## src/rtl/memaccess_pkg.sv

```systemverilog
// ============================================================================
// memaccess_pkg : shared encodings, state enum and widths for memaccess
// Rev 1.0
// ============================================================================
`default_nettype none

package memaccess_pkg;

    localparam int ADDR_W    = 32;
    localparam int DATA_W    = 32;
    localparam int TAG_W     = 6;
    localparam int MEM_IDX_W = 16;

    typedef enum logic [1:0] {
        OP_NOP   = 2'b00,
        OP_LOAD  = 2'b01,
        OP_STORE = 2'b10,
        OP_SWAP  = 2'b11
    } op_e;

    typedef enum logic [1:0] {
        ST_IDLE  = 2'b00,
        ST_READ  = 2'b01,
        ST_WRITE = 2'b10,
        ST_RESP  = 2'b11
    } state_e;

    // Only the low MEM_IDX_W address bits reach the data memory.
    function automatic logic addr_ok(input logic [ADDR_W-1:0] addr);
        return addr[ADDR_W-1:MEM_IDX_W] == '0;
    endfunction

    function automatic state_e first_state(input op_e op, input logic [ADDR_W-1:0] addr);
        if (op == OP_NOP)
            return ST_IDLE;
        else if (!addr_ok(addr))
            return ST_RESP;
        else if (op == OP_STORE)
            return ST_WRITE;
        else
            return ST_READ;
    endfunction

endpackage

`default_nettype wire

```

## src/rtl/memaccess.sv

```systemverilog
// ============================================================================
// memaccess : single-outstanding LOAD/STORE/SWAP engine between a request
//             port, a negedge-sampled data memory and a writeback port.
// Rev 1.0
// ============================================================================
`default_nettype none

module memaccess
    import memaccess_pkg::*;
(
    input  logic              clk,
    input  logic              rst,
    input  logic              req_valid,
    output logic              req_ready,
    input  logic [1:0]        req_op,
    input  logic [ADDR_W-1:0] req_addr,
    input  logic [DATA_W-1:0] req_wdata,
    input  logic [TAG_W-1:0]  req_rd,
    output logic              mem_rd,
    output logic              mem_wrt,
    output logic [ADDR_W-1:0] mem_addr,
    output logic [DATA_W-1:0] mem_datain,
    input  logic [DATA_W-1:0] mem_dataout,
    output logic              wb_valid,
    input  logic              wb_ready,
    output logic [DATA_W-1:0] wb_data,
    output logic [TAG_W-1:0]  wb_rd,
    output logic              wb_we,
    output logic              wb_err
);

    state_e            r_state;
    state_e            w_next;
    op_e               r_op;
    logic [ADDR_W-1:0] r_addr;
    logic [DATA_W-1:0] r_wdata;
    logic [DATA_W-1:0] r_rdata;
    logic [TAG_W-1:0]  r_rd;
    logic              r_err;
    logic              w_accept;

    // rst gates readiness so nothing is advertised while reset is held.
    assign req_ready = ~rst & ((r_state == ST_IDLE) | ((r_state == ST_RESP) & wb_ready));
    assign w_accept  = req_valid & req_ready;

    always_comb begin
        w_next = r_state;
        unique case (r_state)
            ST_IDLE:  w_next = ST_IDLE;
            ST_READ:  w_next = (r_op == OP_SWAP) ? ST_WRITE : ST_RESP;
            ST_WRITE: w_next = ST_RESP;
            ST_RESP:  w_next = wb_ready ? ST_IDLE : ST_RESP;
        endcase
        if (w_accept)
            w_next = first_state(op_e'(req_op), req_addr);
    end

    always_ff @(posedge clk or posedge rst) begin
        if (rst) begin
            r_state <= ST_IDLE;
            r_op    <= OP_NOP;
            r_addr  <= '0;
            r_wdata <= '0;
            r_rdata <= '0;
            r_rd    <= '0;
            r_err   <= 1'b0;
        end else begin
            r_state <= w_next;
            if (w_accept) begin
                r_op    <= op_e'(req_op);
                r_addr  <= req_addr;
                r_wdata <= req_wdata;
                r_rd    <= req_rd;
                r_err   <= (op_e'(req_op) != OP_NOP) & ~addr_ok(req_addr);
            end
            if (r_state == ST_READ)
                r_rdata <= mem_dataout;
        end
    end

    // Strobes decode straight from state so async reset drops them at once.
    assign mem_rd     = (r_state == ST_READ);
    assign mem_wrt    = (r_state == ST_WRITE);
    assign mem_addr   = r_addr;
    assign mem_datain = r_wdata;

    assign wb_valid = (r_state == ST_RESP);
    assign wb_rd    = wb_valid ? r_rd : '0;
    assign wb_err   = wb_valid & r_err;
    assign wb_we    = wb_valid & ~r_err & (r_op != OP_STORE);
    assign wb_data  = wb_we ? r_rdata : '0;

endmodule

`default_nettype wire

```

## config.mk

```make
export PLATFORM = sky130hd
export DESIGN_NAME = memaccess
export DESIGN_NICKNAME = d
export VERILOG_FILES = /design/src/rtl/memaccess_pkg.sv /design/src/rtl/memaccess.sv
export SDC_FILE = /design/constraint.sdc
export NUM_CORES = 1
export LEC_CHECK = 0
export ABC_AREA = 1
export CORE_ASPECT_RATIO = 1.2
export CORE_MARGIN = 10
export CORE_UTILIZATION = 40
export DETAILED_ROUTE_END_ITERATION = 10
export GPL_TIMING_DRIVEN = 0
export PLACE_DENSITY = 0.79
export SLEW_MARGIN = 30
export SYNTH_ARGS = -nofsm -noshare
export SYNTH_HDL_FRONTEND = slang
export SYNTH_SLANG_ARGS = --single-unit
export TNS_END_PERCENT = 30
```

## constraint.sdc

```tcl
create_clock -name clk -period 5 [get_ports clk]
set_input_delay 1.5 -clock clk [delete_from_list [all_inputs] [get_ports clk]]
set_output_delay 1.5 -clock clk [all_outputs]
set_load 0.02 [all_outputs]
```

-- Word level (Yosys, flattened, before mapping)
Cells that the tools add are included.
W data, S select, Z words.
- muxes and demuxes: 9
- magnitude comparators: 0
- add/sub/neg operators: 0
- divide/modulo/power cells: 0
- equal/unequal tests: 6
- bitwise gates (word level): 11
- reduce and logical (&&, ||, !) cells: 4
- multipliers: 0
- shift-type cells: 0
- operators by type and width (operator ; count):
    $mux W32 ; 1
    $logic_not A16 Y1 ; 1
    $mux W2 ; 5
    $eq A2 B2 Y1 const B ; 4
    $pmux W2 S4 ; 1
    $and A1 B1 Y1 ; 7
    $mux W6 ; 1
    $logic_not A2 Y1 ; 2
    $not A1 Y1 ; 3
    $eq A2 B1 Y1 const B ; 1
    $ne A2 B2 Y1 const B ; 1
    $reduce_bool A2 Y1 ; 1
    $mux W1 ; 1
    $or A1 B1 Y1 ; 1
- output and inout port bits: 108
- latch bits: 0
- bits in writable memories: 0
- logic and storage cells: 37
- flip-flop bits (word level): 107
- memories: 0
- bits in read-only memories: 0

-- Logic depth before layout (Yosys ltp)
- depth in word-level cells: 6
- mapped depth: 9

-- Least setup slack after synthesis
No wires, ideal clock.
- path type: input to register
- start: input rst
- end: register r_wdata[0] (netlist: mem_datain[0])
- setup slack: 131 ps
- required time: 4884 ps
- cell stages on the path: 6
- data arrival time: 4753 ps
- library setup time: 116 ps
- cell sequence: inv_1 nand3_2 buf_4 buf_2 nand2_1 nand2_1
- word-level cells in the longest chain between the ends: 3
- ends and longest elaborated chain (element ; RTL line ; text):
    start, declared ; memaccess.sv:12 ; input logic rst,
    $not A1 Y1 ; memaccess.sv:43 ; assign req_ready = ~rst & ((r_state == ST_IDLE) | ((r_state == ST_RESP) & wb_ready));
    $and A1 B1 Y1 ; memaccess.sv:43 ;
    $and A1 B1 Y1 ; memaccess.sv:44 ; assign w_accept = req_valid & req_ready;
    end signal, assigned ; memaccess.sv:72 ; r_wdata <= req_wdata;
    end, declared ; memaccess.sv:36 ; logic [DATA_W-1:0] r_wdata;
No other way between the ends.
A chain may end at the register's enable or synchronous reset.

-- Worst setup path after layout
- start: input wb_ready
- end: output req_ready
- word-level cells in the longest chain between the ends: 3
- ends and longest elaborated chain (element ; RTL line ; text):
    start, declared ; memaccess.sv:25 ; input logic wb_ready,
    $and A1 B1 Y1 ; memaccess.sv:43 ;
    $or A1 B1 Y1 ; memaccess.sv:43 ;
    $and A1 B1 Y1 ; memaccess.sv:43 ;
    end, declared ; memaccess.sv:14 ; output logic req_ready,
No other way between the ends.

==> results.toml <==
[clocking]
postCtsSetupRepairBufs = 0
htreeDepth = 3
worstSkewPairLatency_ps = 340
cts_buffer_depth = 2
cts.sinks = 107
cts_resized = 0
cts_buffers = 9
cts_tree = "done"
postCtsHoldBufs = 0
clk_pin_slew_ps = 60
cts-root-buf = "clkbuf_16"

[setup_path]
crit_type = "in2out"
ff2ff_setup_slack_ps = 3470
critical_path_required_ps = 3500
r2r_cells = 8
cp-endpoint = "req_ready"
r2r-start = "r_state[1]"
path_max_fanout = 2
critPathLaunchType = "input pin"
cp-end-kind = "output port"
startpoint = "wb_ready"
cp.arrival_ps = 2860
worst_r2r_endpoint = "mem_datain[4]"

[timing]
tns_ps = 0
rsz0062_at_grt = "no"
slew_violations = 0
slew_headroom_pct = 69.57
hold_slack_ps = 480.0
fin_worst_skew_ps = 7.076
max_freq_mhz = 229.6
finalHoldViolations = 0
tightest_slew_ps = 456.5
fin_crit_sh_pct = 87.12
setup_violations = 0
period_needed_ps = 4356

[floorplanning]
die_width_um = 115.4
ioPinCount = 216
row_count = 41
dieArea_sq_um = 15520
initial_core_util_pct = 41.16
die_y_um = 134.5
core_region_area_sq_um = 10620

[synth]
synth_warnings = 0
synth_cell_types = 13
syn_inst = 529
synthTopCellsByCount = "248 x nand2_1, 107 x dfrtp_1, 54 x nor2_1"
ys_top_cells_by_area = "dfrtp_1 61%, nand2_1 21%, nor2_1 4.6%"
netlist_area_sq_um = 4370
ys_seq_elements = 107
async_flop_share_pct = 100.0
avgSynthCellArea_sq_um = 8.262
synthFlopType = "dfrtp_1"
synthesis.nets = 637
synth_top_area_share_pct = 61.27
synth_edf_count = 0
ys_seq_area_share_pct = 61.27
synth_most_common_cell = "nand2_1"
yosysTopAreaCell = "dfrtp_1"

[layout]
drive_gt1_share_pct = 4.862
syn_to_final_growth_pct = 61.55
fin_nets = 864
antenna_cells = 0

[pwr]
powerDensity_nw_per_um2 = 644.7
ir_drop_mv = 0.3043
p_leak_nw = 3.394

[global_routing]
grt_pass1_wl_um = 22160
grt.total_usage_pct = 17.85
antenna_found_initial = 0
grt_max_degree = 61
grt_pass1_vias = 4350
grt-ovfl-total = 0

[flow_run]
max-cap-violations = 0

[drt]
first_pass_iters = 4
postRouteAntennaNets = 0
drcViolationCount = 0
routedWlPerCell_um = 15.49
drt_wl_total_um = 13790
vias_per_cell = 4.656
vias = 4144
drt-initial-drc-count = 189

[run_status]
status = "complete, no violations"

[placed_design]
portBuffers = 215
post-dp-hpwl_um = 11010
routabilityCongestion = 0.7827

[min_path]
hp-class = "reg2reg"
min_delay_path_depth = 2
## worst min-delay path by stage
stage,start,slack [ps],endpoint
6_report,mem_datain[16],480,mem_datain[16]
5_1_grt,mem_addr[30],500,mem_addr[30]
4_1_cts,mem_addr[30],480,mem_addr[30]
3_5_place_dp,mem_addr[30],460,mem_addr[30]
3_3_place_gp,mem_addr[14],460,mem_addr[14]
2_1_floorplan,r_op[1],470,r_op[1]
## through the flow
stage / worst slack, ps / instance area (sq um) / std cells / util, % / power (W)
2_1_floorplan: 130.5 / 4370 / 529 / - / 0.002631
5_1_grt: 565.2 / 7061 / 890 / 66.49 / 0.004863
3_3_place_gp: -1676 / 6684 / 873 / 62.94 / 0.003715
3_5_place_dp: 629.0 / 6716 / 874 / 63.25 / 0.003780
4_1_cts: 623.9 / 7061 / 890 / 66.49 / 0.004610
6_report: 644.0 / 7061 / 890 / 66.49 / 0.004552
## kinds of logic (layout without fill, tap and decap cells)
kind of cell	Yosys count	count (layout)	share of synthesized area, %
simple gates	306	306	26.51
compound gates	44	44	5.039
buf+inv	72	304	7.186
flops	107	107	61.27
## layer usage
layer / GRT usage (%) / vias to the layer above / share of wire, %
met5: 0 / - / 0
met4: 5.853 / 0 / 1.7
met3: 8.156 / 21 / 11
met2: 30.72 / 151 / 50
met1: 18.82 / 1938 / 37
li1: - / 2034 / -
## report_power, final
group	switching [W]	total (W)	internal (W)
sequential	0.000199	0.00150	0.00130
clock	0.000305	0.000808	0.000504
combinational	0.00125	0.00224	0.000993
total	0.00175	0.00455	0.00280
## critical path, cell delays in order
cell             delay (ps)
clkdlybuf4s50_1         480
nand3_1                 100
a21oi_1                 130
clkdlybuf4s50_1         640
## registers in the layout, indices dropped and copies added (netlist names)
| signal | cells |
|---|---|
| r_state | 2 |
| r_rdata | 32 |
| r_err | 1 |
| r_op | 2 |
| mem_addr | 32 |
| mem_datain | 32 |
| r_rd | 6 |
## final cells by class
class / instances / area (sq um)
fillers: 877 / 3558
flip-flops and latches: 107 / 2678
repair buffers: 216 / 2180
multi-input cells: 350 / 1379
clock buffers: 12 / 246.5
inverters: 47 / 181.4
well taps: 129 / 161.4
plain buffers: 25 / 137.6
clock inverters: 4 / 97.59
## placed cells by master (no fill, tap or decap)
| master | instances |
|---|---|
| a21oi_1 | 5 |
| nor2_1 | 54 |
| clkdlybuf4s50_1 | 215 |
| bufinv_16 | 3 |
| clkbuf_1 | 9 |
| nand2_1 | 248 |
| nand3_2 | 1 |
| clkbuf_8 | 1 |
| inv_2 | 2 |
| buf_6 | 3 |
| buf_2 | 14 |
| buf_16 | 1 |
| nand3_1 | 3 |
| clkinvlp_4 | 1 |
| o21ai_0 | 39 |
| clkbuf_16 | 9 |
| buf_4 | 1 |
| dfrtp_1 | 107 |
| inv_1 | 44 |
| inv_6 | 1 |
Power figures use the tool's default switching activity.
